==> config.mk <==
export PLATFORM = sky130hd
export DESIGN_NAME = text_display_sequencer
export DESIGN_NICKNAME = d
export VERILOG_FILES = /design/src/rtl/text_display_sequencer_pkg.sv /design/src/rtl/text_display_sequencer.sv
export SDC_FILE = /design/constraint.sdc
export NUM_CORES = 1
export LEC_CHECK = 0
export ABC_AREA = 1
export BUFFER_PORTS_ARGS = -buffer_cell sky130_fd_sc_hd__buf_4
export CELL_PAD_IN_SITES_DETAIL_PLACEMENT = 0
export CELL_PAD_IN_SITES_GLOBAL_PLACEMENT = 2
export CORE_UTILIZATION = 31
export DETAILED_ROUTE_END_ITERATION = 16
export PLACE_DENSITY_LB_ADDON = 0.1
export SYNTH_ARGS = -nofsm -noshare
export SYNTH_HDL_FRONTEND = slang
export SYNTH_SLANG_ARGS = --single-unit
==> constraint.sdc <==
create_clock -name clk -period 1.94 [get_ports clk]
set_input_delay 0.097 -clock clk [delete_from_list [all_inputs] [get_ports clk]]
set_output_delay 0.097 -clock clk [all_outputs]
set_load 0.02 [all_outputs]
==> src/rtl/text_display_sequencer_pkg.sv <==
// Shared definitions for the text display sequencer: state encoding and default widths.
package text_display_sequencer_pkg;

    localparam int MSG_W_DEF   = 4;
    localparam int DWELL_W_DEF = 3;

    typedef enum logic [2:0] {
        ST_IDLE,
        ST_ARM,
        ST_SHOW,
        ST_NEXT,
        ST_DONE
    } seq_state_t;

endpackage

==> src/rtl/text_display_sequencer.sv <==
// Steps a message index through a programmed list, holding each message for a
// programmed number of display-timer expiries. All outputs are registered.
//
// state | meaning
// IDLE  | waiting for start
// ARM   | timer held clear for one cycle, message shown, expiry count cleared
// SHOW  | timer enabled, counting expiries toward the latched dwell
// NEXT  | timer held clear, pick next index or finish
// DONE  | one-cycle seq_done pulse, then back to IDLE
module text_display_sequencer
    import text_display_sequencer_pkg::*;
#(
    parameter int MSG_W   = MSG_W_DEF,
    parameter int DWELL_W = DWELL_W_DEF
) (
    input  logic               clk,
    input  logic               reset,
    input  logic               start,
    input  logic [MSG_W-1:0]   msg_count,
    input  logic [DWELL_W-1:0] dwell,
    input  logic               loop,
    input  logic               skip,
    input  logic               abort,
    input  logic               timer_done,
    output logic               timer_en,
    output logic [MSG_W-1:0]   msg_index,
    output logic               msg_valid,
    output logic               busy,
    output logic               seq_done
);

    seq_state_t         state, state_nxt;
    logic [MSG_W-1:0]   count_q, count_nxt;
    logic [MSG_W-1:0]   index_nxt;
    logic [DWELL_W-1:0] dwell_q, dwell_nxt;
    logic [DWELL_W-1:0] hits_q, hits_nxt, hits_inc;
    logic               loop_q, loop_nxt;
    logic               active_nxt;

    assign hits_inc   = hits_q + DWELL_W'(1);
    assign active_nxt = (state_nxt == ST_ARM) || (state_nxt == ST_SHOW) ||
                        (state_nxt == ST_NEXT);

    always_ff @(posedge clk or posedge reset) begin
        if (reset) begin
            state     <= ST_IDLE;
            count_q   <= '0;
            dwell_q   <= '0;
            loop_q    <= 1'b0;
            hits_q    <= '0;
            msg_index <= '0;
            timer_en  <= 1'b0;
            msg_valid <= 1'b0;
            busy      <= 1'b0;
            seq_done  <= 1'b0;
        end else begin
            state     <= state_nxt;
            count_q   <= count_nxt;
            dwell_q   <= dwell_nxt;
            loop_q    <= loop_nxt;
            hits_q    <= hits_nxt;
            msg_index <= index_nxt;
            timer_en  <= (state_nxt == ST_SHOW);
            msg_valid <= active_nxt;
            busy      <= active_nxt;
            seq_done  <= (state_nxt == ST_DONE);
        end
    end

    always_comb begin
        state_nxt = state;
        count_nxt = count_q;
        dwell_nxt = dwell_q;
        loop_nxt  = loop_q;
        hits_nxt  = hits_q;
        index_nxt = msg_index;
        case (state)
            ST_IDLE: begin
                if (start) begin
                    if (msg_count != '0) begin
                        count_nxt = msg_count;
                        dwell_nxt = (dwell == '0) ? DWELL_W'(1) : dwell;
                        loop_nxt  = loop;
                        index_nxt = '0;
                        state_nxt = ST_ARM;
                    end else begin
                        state_nxt = ST_DONE;
                    end
                end
            end
            ST_ARM: begin
                if (abort) begin
                    state_nxt = ST_DONE;
                end else begin
                    hits_nxt  = '0;
                    state_nxt = ST_SHOW;
                end
            end
            ST_SHOW: begin
                // abort beats skip beats a same-cycle expiry
                if (abort) begin
                    state_nxt = ST_DONE;
                end else if (skip) begin
                    state_nxt = ST_NEXT;
                end else if (timer_done) begin
                    hits_nxt = hits_inc;
                    if (hits_inc == dwell_q) begin
                        state_nxt = ST_NEXT;
                    end
                end
            end
            ST_NEXT: begin
                if (abort) begin
                    state_nxt = ST_DONE;
                end else if (msg_index == count_q - MSG_W'(1)) begin
                    if (loop_q) begin
                        index_nxt = '0;
                        state_nxt = ST_ARM;
                    end else begin
                        state_nxt = ST_DONE;
                    end
                end else begin
                    index_nxt = msg_index + MSG_W'(1);
                    state_nxt = ST_ARM;
                end
            end
            ST_DONE: state_nxt = ST_IDLE;
            default: state_nxt = ST_IDLE;
        endcase
    end

endmodule

==> results of run 1 <==
[layout make-up]
cell class / count / area, um^2 / share of cell area
multi-input combinational: 120 / 617 / 0.399
sequential: 21 / 526 / 0.340
timing repair buffer: 23 / 175 / 0.113
inverter: 31 / 119 / 0.0769
tap: 48 / 60.1 / 0.0389
clock buffer: 3 / 41.3 / 0.0267
clock inverter: 1 / 7.51 / 0.00486
[through the flow]
stage                     std cells  setup WS, ns  total power, uW
after floorplan                 173         0.460             1410
after global placement          242         0.324             1640
after detailed placement        242         0.327             1660
after CTS                       247         0.309             1980
after global routing            247        0.0618             2160
final                           247         0.312             1940
[metal layers]
| metal | share of wire | global-route usage |
|---|---|---|
| met1 | 0.50 | 0.196 |
| met2 | 0.45 | 0.260 |
| met3 | 0.036 | 0.0276 |
| met4 | 0.010 | 0.0479 |
| met5 | 0 | 0 |
[worst max path at each step]
stage	startpoint	to
floorplan	count_q[0]	msg_index[0]
CTS	count_q[0]	msg_index[0]
global route	count_q[0]	msg_index[0]
global placement	count_q[0]	msg_index[0]
detailed placement	count_q[0]	msg_index[0]
finish	count_q[0]	msg_index[0]
[registers in the layout, indices dropped and copies added, names as in the netlist]
signal and flops:
timer_en 1, loop_q 1, busy 1, count_q 4, msg_index 4, state 3
dwell_q 3, seq_done 1, hits_q 3
[kinds of logic after synthesis]
family                     synth area share
and+or+nand+nor                       0.351
buffers and inverters                0.0996
DFF                                   0.414
AOI/OAI and AO/OA                    0.0848
xor gates and xnor gates             0.0207
adders and majority gates            0.0296
[power breakdown]
group / internal, uW / switching, uW
combinational: 343 / 584
clock: 145 / 162
sequential: 580 / 126
total: 1070 / 871
[placed cells by master (no fill, tap or decap), drive strengths merged, types with 2 or more instances in the layout]
cell | netlist | final
xor2 | 2 | 2
nand4 | 4 | 4
nor3 | 2 | 2
ha | 3 | 3
dfrtp | 21 | 21
o21ai | 15 | 15
clkbuf | 0 | 3
o211ai | 2 | 2
nand2 | 59 | 59
buf | 1 | 22
nor2 | 13 | 13
inv | 31 | 31
nand3 | 16 | 16
[worst max-delay path, cell delays in order (launching register included)]
cell and delay [ns]:
dfrtp_1 0.39, inv_1 0.08, ha_1 0.29, inv_1 0.04, nand2_1 0.05, nand2_1 0.06
inv_1 0.05, nand2_1 0.05, nor2_1 0.13, nand2_1 0.11, nand2_1 0.09, nor2_1 0.05
nand3_1 0.09, nand2_1 0.05
[what timing repair did]
item / 4_1_cts / 5_1_grt
hold endpoints to repair: 21 / 0
endpoints found under the setup margin: 0 / 0
hold buffers: 1 / 0
==> flow_metrics.env, run 1 <==
export IMPL_nNetsFinal=217
export IMPL_dr_total_vias=1137
export IMPL_yosys_area_top_type_share=0.414
export IMPL_crit_type="reg2reg"
export IMPL_worstRegToRegCells=13
export IMPL_syn_nets=190
export IMPL_avgSynthCellArea_um2=7.33
export IMPL_via_per_inst=4.60
export IMPL_core_area_mm2=0.00380
export IMPL_cp_max_fo=4
export IMPL_end_kind="flip-flop"
export IMPL_syn_cell_area_mm2=0.00127
export IMPL_post_route_util=0.407
export IMPL_synth_most_common_cell="nand2_1"
export IMPL_syn_to_final_growth_pct=21.8
export IMPL_crit_path_start_kind="flip-flop"
export IMPL_timing_max_cap_violations=0
export IMPL_synth_area_top_cells="dfrtp_1, nand2_1, inv_1"
export IMPL_cts_repair_resized=0
export IMPL_setup_viol=0
export IMPL_drv_slew=0
export IMPL_cts_buffer_depth=2
export IMPL_relSlewSlack=0.789
export IMPL_grt_pass1_vias=1138
export IMPL_arrival_ns=1.80
export IMPL_insertion_delay_ns=0.27
export IMPL_rows=22
export IMPL_yosysWarnings=0
export IMPL_synth_area_leader_cell="dfrtp_1"
export IMPL_die_x_um=66.0
export IMPL_drtIter0Drc=43
export IMPL_hp_class="in2reg"
export IMPL_die_h_um=66.0
export IMPL_ys_top_cells_by_count="nand2_1, inv_1, dfrtp_1"
export IMPL_timing_fmax_mhz=614
export IMPL_ant_nets=0
export IMPL_hpwl_um=2230
export IMPL_overflow=0
export IMPL_min_path_cells=3
export IMPL_n_antenna_cell=0
export IMPL_route_detailed_drc=0
export IMPL_ys_types=24
export IMPL_io_buffers=21
export IMPL_hold_path_end="dwell_q[1]"
export IMPL_fin_tns_setup_ns=0
export IMPL_reg2reg_slack_ns=0.31
export IMPL_fill_cells=411
export IMPL_place_gp_congestion=0.812
export IMPL_synthCells=173
export IMPL_synth_seq_area_share=0.414
export IMPL_rsz0062_at_grt="false"
export IMPL_ys_async_sr_fraction=1.00
export IMPL_fin_crit_ns=1.63
export IMPL_reg2reg_to="msg_index[0]"
export IMPL_r2r_start="count_q[0]"
export IMPL_skew_ns=0.00530
export IMPL_powerDensity_mw_per_mm2=1260
export IMPL_grt_max_degree=22
export IMPL_outcome="complete, no violations"
export IMPL_cts_sinks=21
export IMPL_hp_start="dwell[1]"
export IMPL_cts_clk_slew_worst_paths_ns=0.09
export IMPL_leakagePower_uw=0.000835
export IMPL_cts_tree="built"
export IMPL_placed_area_mm2=0.00149
export IMPL_io_pins=22
export IMPL_final_hold_violation_count=0
export IMPL_cts_setup_buffers=0
export IMPL_drt_wl_total_um=2840
export IMPL_whs_ns=0.0416
export IMPL_yosys_most_used_dff="dfrtp_1"
export IMPL_first_pass_iters=4
export IMPL_peakVddDrop_mv=0.338
export IMPL_fin_crit_sh=0.839
export IMPL_grt_pass1_wl_um=5010
export IMPL_wl_per_cell_um=11.5
export IMPL_grtUsageTotal=0.153
export IMPL_required_ns=2.11
export IMPL_antenna_found_initial=0
export IMPL_numCtsBuffers=3
export IMPL_h_tree_depth=1
export IMPL_ys_seq_elements=21
export IMPL_die_area_mm2=0.00435
export IMPL_start_util=0.334
export IMPL_max_slew_worst_pin_slew_ns=0.314
export IMPL_synth_enable_flop_cells=0
export IMPL_clockRootBuffer="clkbuf_8"
export IMPL_drive_gt1_frac=0.216
export IMPL_final_cell_area_mm2=0.00155
Note: power is estimated with default switching activity, not from simulation.
==> run 2: changes to the inputs <==
==> constraint.sdc (replaced) <==
create_clock -name clk -period 1.7 [get_ports clk]
set_input_delay 0.085 -clock clk [delete_from_list [all_inputs] [get_ports clk]]
set_output_delay 0.085 -clock clk [all_outputs]
set_load 0.02 [all_outputs]
==> flow_metrics.env, run 2 (synthesized netlist as in run 1, its figures left out) <==
export IMPL_numCtsBuffers=3
export IMPL_grtUsageTotal=0.153
export IMPL_final_hold_violation_count=0
export IMPL_wl_per_cell_um=11.9
export IMPL_crit_slowest_cell="dfrtp_1"
export IMPL_timing_max_cap_violations=0
export IMPL_h_tree_depth=1
export IMPL_clock_power_share=0.148
export IMPL_place_gp_congestion=0.812
export IMPL_peakVddDrop_mv=0.499
export IMPL_whs_ns=0.0294
export IMPL_crit_family="simple AND/OR/NAND/NOR gates"
export IMPL_grt_max_degree=22
export IMPL_worstRegToRegCells=11
export IMPL_antenna_found_initial=0
export IMPL_via_per_inst=4.65
export IMPL_hp_start="dwell[1]"
export IMPL_die_area_mm2=0.00435
export IMPL_p_seq_frac=0.338
export IMPL_cp_max_fo=5
export IMPL_skew_ns=0.00490
export IMPL_top_regs="count_q: 4 flops, msg_index: 4 flops"
export IMPL_r2r_start="count_q[0]"
export IMPL_hpwl_um=2230
export IMPL_hp_class="in2reg"
export IMPL_cts_sinks=21
export IMPL_fin_tns_setup_ns=0
export IMPL_fin_crit_sh=0.927
export IMPL_swShare=0.449
export IMPL_grt_pass1_vias=1138
export IMPL_setup_viol=0
export IMPL_n_antenna_cell=0
export IMPL_io_buffers=21
export IMPL_die_x_um=66.0
export IMPL_rows=22
export IMPL_leakagePower_uw=0.000854
export IMPL_cts_tree="built"
export IMPL_combPwrFrac=0.515
export IMPL_first_pass_iters=4
export IMPL_cp_num_cells=11
export IMPL_setup_ws_ns=0.124
export IMPL_drv_slew=0
export IMPL_arrival_ns=1.74
export IMPL_internal_power_uw=1310
export IMPL_die_h_um=66.0
export IMPL_p_switching_uw=1070
export IMPL_reg2reg_slack_ns=0.12
export IMPL_timing_fmax_mhz=634
export IMPL_fill_cells=408
export IMPL_insertion_delay_ns=0.27
export IMPL_route_detailed_drc=0
export IMPL_drtIter0Drc=45
export IMPL_drive_gt1_frac=0.291
export IMPL_io_pins=22
export IMPL_core_area_mm2=0.00380
export IMPL_fin_crit_ns=1.58
export IMPL_dp_slack_ns=0.0875
export IMPL_ant_nets=0
export IMPL_crit_path_start="count_q[0]"
export IMPL_max_stage_delay_ns=0.38
export IMPL_mostFrequentLayoutCells="nand2_1, buf_4, inv_1"
export IMPL_power_uw=2390
export IMPL_nNetsFinal=221
export IMPL_clockRootBuffer="clkbuf_8"
export IMPL_crit_type="reg2reg"
export IMPL_min_path_cells=3
export IMPL_grt_pass1_wl_um=5010
export IMPL_required_ns=1.86
export IMPL_max_slew_worst_pin_slew_ns=0.314
export IMPL_dr_total_vias=1167
export IMPL_cts_clk_slew_worst_paths_ns=0.09
export IMPL_syn_to_final_growth_pct=27.1
export IMPL_start_util=0.334
export IMPL_drt_wl_total_um=2980
export IMPL_overflow=0
export IMPL_crit_path_start_kind="flip-flop"
export IMPL_crit_chain="inv_2 > ha_4 > inv_2 > nand2_2 > nand2_2 > nor2_2 > nand4_1 > nand2_1 > nand2_2 > nand3_2 > nand2_1"
export IMPL_relSlewSlack=0.790
export IMPL_end_kind="flip-flop"
export IMPL_mostFrequentLayoutCell="nand2_1"
export IMPL_outcome="complete, no violations"
export IMPL_cts_buffer_depth=2
export IMPL_powerDensity_mw_per_mm2=1480
export IMPL_crit_top_cell="nand2_2"
export IMPL_path_buf_inv=2
==> run 2: changes by cell type in the layout (fill, tap and decap cells not counted), sizes merged <==
cell / delta
buf: +4
==> run 2: layout make-up <==
type | count | area [um^2] | share of cell area
Multi-Input combinational cell | 120 | 654 | 0.406
Sequential cell | 21 | 526 | 0.326
Timing Repair Buffer | 27 | 205 | 0.127
Inverter | 31 | 119 | 0.0737
Tap cell | 48 | 60.1 | 0.0372
Clock buffer | 3 | 41.3 | 0.0256
Clock inverter | 1 | 7.51 | 0.00465
==> run 2: what timing repair did <==
action                                  CTS  global route
gates resized for setup                   0            13
hold endpoints to repair                 21             0
hold buffers                              1             0
setup buffers                             0             4
endpoints found under the setup margin    0             7
==> run 2: worst paths after layout <==
check,end
min in group asynchronous,dwell_q[0]
max in group asynchronous,msg_index[2]
hold reg to reg,count_q[3]
hold / removal,dwell_q[1]
setup reg to reg,msg_index[3]
setup / recovery,msg_index[3]
==> run 2: worst register-to-register path: stages (launching register included) <==
cell and delay (ns):
dfrtp_1 0.38, inv_2 0.07, ha_4 0.28, inv_2 0.03
nand2_2 0.04, nand2_2 0.06, nor2_2 0.10, nand4_1 0.14
nand2_1 0.12, nand2_2 0.10, nand3_2 0.10, nand2_1 0.05
==> run 2: power groups by stage <==
stage	Sequential (uW)	Combinational (uW)	Clock (uW)
CTS	808	1080	371
detailed placement	819	1070	0
global placement	807	1060	0
floorplan	829	778	0
global route	835	1420	393
finish	806	1230	352
==> run 2: per-stage QoR <==
stage,instance area (um^2),util,std cells
2_1_floorplan,1270,-,173
3_3_place_gp,1490,0.391,242
3_5_place_dp,1490,0.391,242
4_1_cts,1550,0.407,247
5_1_grt,1610,0.425,251
6_report,1610,0.425,251
==> run 2: metal layers <==
layer	wire, um	vias up	global-route usage	part of all wire
met5	0	-	0	0
met4	29	0	0.0479	0.0097
met3	94	4	0.0276	0.032
met2	1430	21	0.260	0.48
met1	1430	537	0.196	0.48
li1	-	605	-	-
==> run 3: changes to the inputs <==
==> constraint.sdc (replaced) <==
create_clock -name clk -period 1.7 [get_ports clk]
set_input_delay 0.425 -clock clk [delete_from_list [all_inputs] [get_ports clk]]
set_output_delay 0.425 -clock clk [all_outputs]
set_load 0.02 [all_outputs]
==> flow_metrics.env, run 3 (synthesized netlist as in run 1, its figures left out) <==
export IMPL_outcome="complete, no violations"
export IMPL_dr_total_vias=1139
export IMPL_overflow=0
export IMPL_core_area_mm2=0.00380
export IMPL_cts_clk_slew_worst_paths_ns=0.08
export IMPL_grt_pass1_vias=1117
export IMPL_timing_max_cap_violations=0
export IMPL_drt_wl_total_um=2810
export IMPL_grtUsageTotal=0.146
export IMPL_die_area_mm2=0.00435
export IMPL_reg2reg_to="msg_index[3]"
export IMPL_fill_cells=412
export IMPL_required_ns=1.86
export IMPL_die_x_um=66.0
export IMPL_leakagePower_uw=0.000846
export IMPL_syn_to_final_growth_pct=25.1
export IMPL_cts_sinks=21
export IMPL_drv_slew=0
export IMPL_first_pass_iters=4
export IMPL_timing_fmax_mhz=622
export IMPL_end_kind="flip-flop"
export IMPL_drtIter0Drc=54
export IMPL_place_gp_congestion=0.831
export IMPL_skew_ns=0.00347
export IMPL_rsz0062_at_grt="true"
export IMPL_crit_type="reg2reg"
export IMPL_cp_max_fo=5
export IMPL_setup_viol=0
export IMPL_relSlewSlack=0.787
export IMPL_whs_ns=0.188
export IMPL_power_uw=2320
export IMPL_cts_buffer_depth=2
export IMPL_crit_path_start_kind="flip-flop"
export IMPL_top_regs="count_q: 4 flops, msg_index: 4 flops"
export IMPL_mostFrequentLayoutCell="nand2_1"
export IMPL_h_tree_depth=1
export IMPL_dp_slack_ns=0.0877
export IMPL_rows=22
export IMPL_peakVddDrop_mv=0.432
export IMPL_start_util=0.334
export IMPL_cts_tree="built"
export IMPL_io_pins=22
export IMPL_worstRegToRegCells=11
export IMPL_cts_hold_fix_buffers=0
export IMPL_insertion_delay_ns=0.26
export IMPL_r2r_start="count_q[0]"
export IMPL_grt_pass1_wl_um=4840
export IMPL_clockRootBuffer="clkbuf_8"
export IMPL_numCtsBuffers=3
export IMPL_final_hold_violation_count=0
export IMPL_fin_crit_sh=0.945
export IMPL_route_detailed_drc=0
export IMPL_die_h_um=66.0
export IMPL_setup_ws_ns=0.0931
export IMPL_n_antenna_cell=0
export IMPL_grt_max_degree=22
export IMPL_via_per_inst=4.57
export IMPL_max_slew_worst_pin_slew_ns=0.318
export IMPL_ant_nets=0
export IMPL_wl_per_cell_um=11.3
export IMPL_antenna_found_initial=0
export IMPL_hpwl_um=2170
export IMPL_mostFrequentLayoutCells="nand2_1, buf_4, inv_1"
export IMPL_hp_class="in2async"
export IMPL_drive_gt1_frac=0.269
export IMPL_reg2reg_slack_ns=0.09
export IMPL_arrival_ns=1.77
export IMPL_io_buffers=21
export IMPL_powerDensity_mw_per_mm2=1460
export IMPL_nNetsFinal=219
export IMPL_fin_crit_ns=1.61
==> run 3: worst max path at each step <==
| stage | start | endpoint | slack, ns | cells past startpoint |
|---|---|---|---|---|
| after floorplan | count_q[0] | msg_index[0] | 0.22 | 12 |
| after global placement | count_q[0] | msg_index[0] | 0.08 | 13 |
| after detailed placement | count_q[0] | msg_index[0] | 0.09 | 13 |
| after CTS | count_q[0] | msg_index[0] | 0.07 | 13 |
| after global routing | count_q[0] | msg_index[3] | -0.03 | 11 |
| final | count_q[0] | msg_index[3] | 0.09 | 11 |
==> run 3: worst max-delay path, cell delays in order (launching register included) <==
cell	delay [ns]
dfrtp_1	0.37
inv_1	0.10
ha_4	0.28
inv_2	0.03
nand2_1	0.04
nand2_1	0.06
nor2_1	0.11
nand4_1	0.15
nand2_1	0.12
nand2_2	0.10
nand3_2	0.11
nand2_1	0.05
==> run 3: timing repair <==
action / CTS / global route
buffers inserted: 0 / 3
resized for setup: 0 / 9
endpoints found under the setup margin: 0 / 5
==> run 3: metal layers <==
metal	vias up	global-route usage	wire length (um)
li1	604	-	-
met1	510	0.190	1400
met2	21	0.237	1300
met3	4	0.0259	77
met4	0	0.0612	31
met5	-	0	0
==> run 3: final cells by class <==
class / instances / area, um^2 / area share
inverters: 31 / 119 / 0.0749
multi-input cells: 120 / 647 / 0.407
repair buffers: 25 / 188 / 0.118
flip-flops and latches: 21 / 526 / 0.331
well taps: 48 / 60.1 / 0.0378
clock buffers: 3 / 41.3 / 0.0260
clock inverters: 1 / 7.51 / 0.00473
==> run 3: metrics by stage <==
stage,util,instance area (um^2),setup TNS [ns],instances
after floorplan,-,1270,0,173
after global placement,0.391,1490,0,242
after detailed placement,0.391,1490,0,242
after CTS,0.404,1540,0,246
after global routing,0.418,1590,-0.0345,249
final,0.418,1590,0,249
==> run 3: report_power, final <==
part | switching, uW | internal [uW] | leakage [uW]
clock | 178 | 166 | 0.0000217
sequential | 136 | 662 | 0.000273
combinational | 718 | 462 | 0.000552
total | 1030 | 1290 | 0.000846
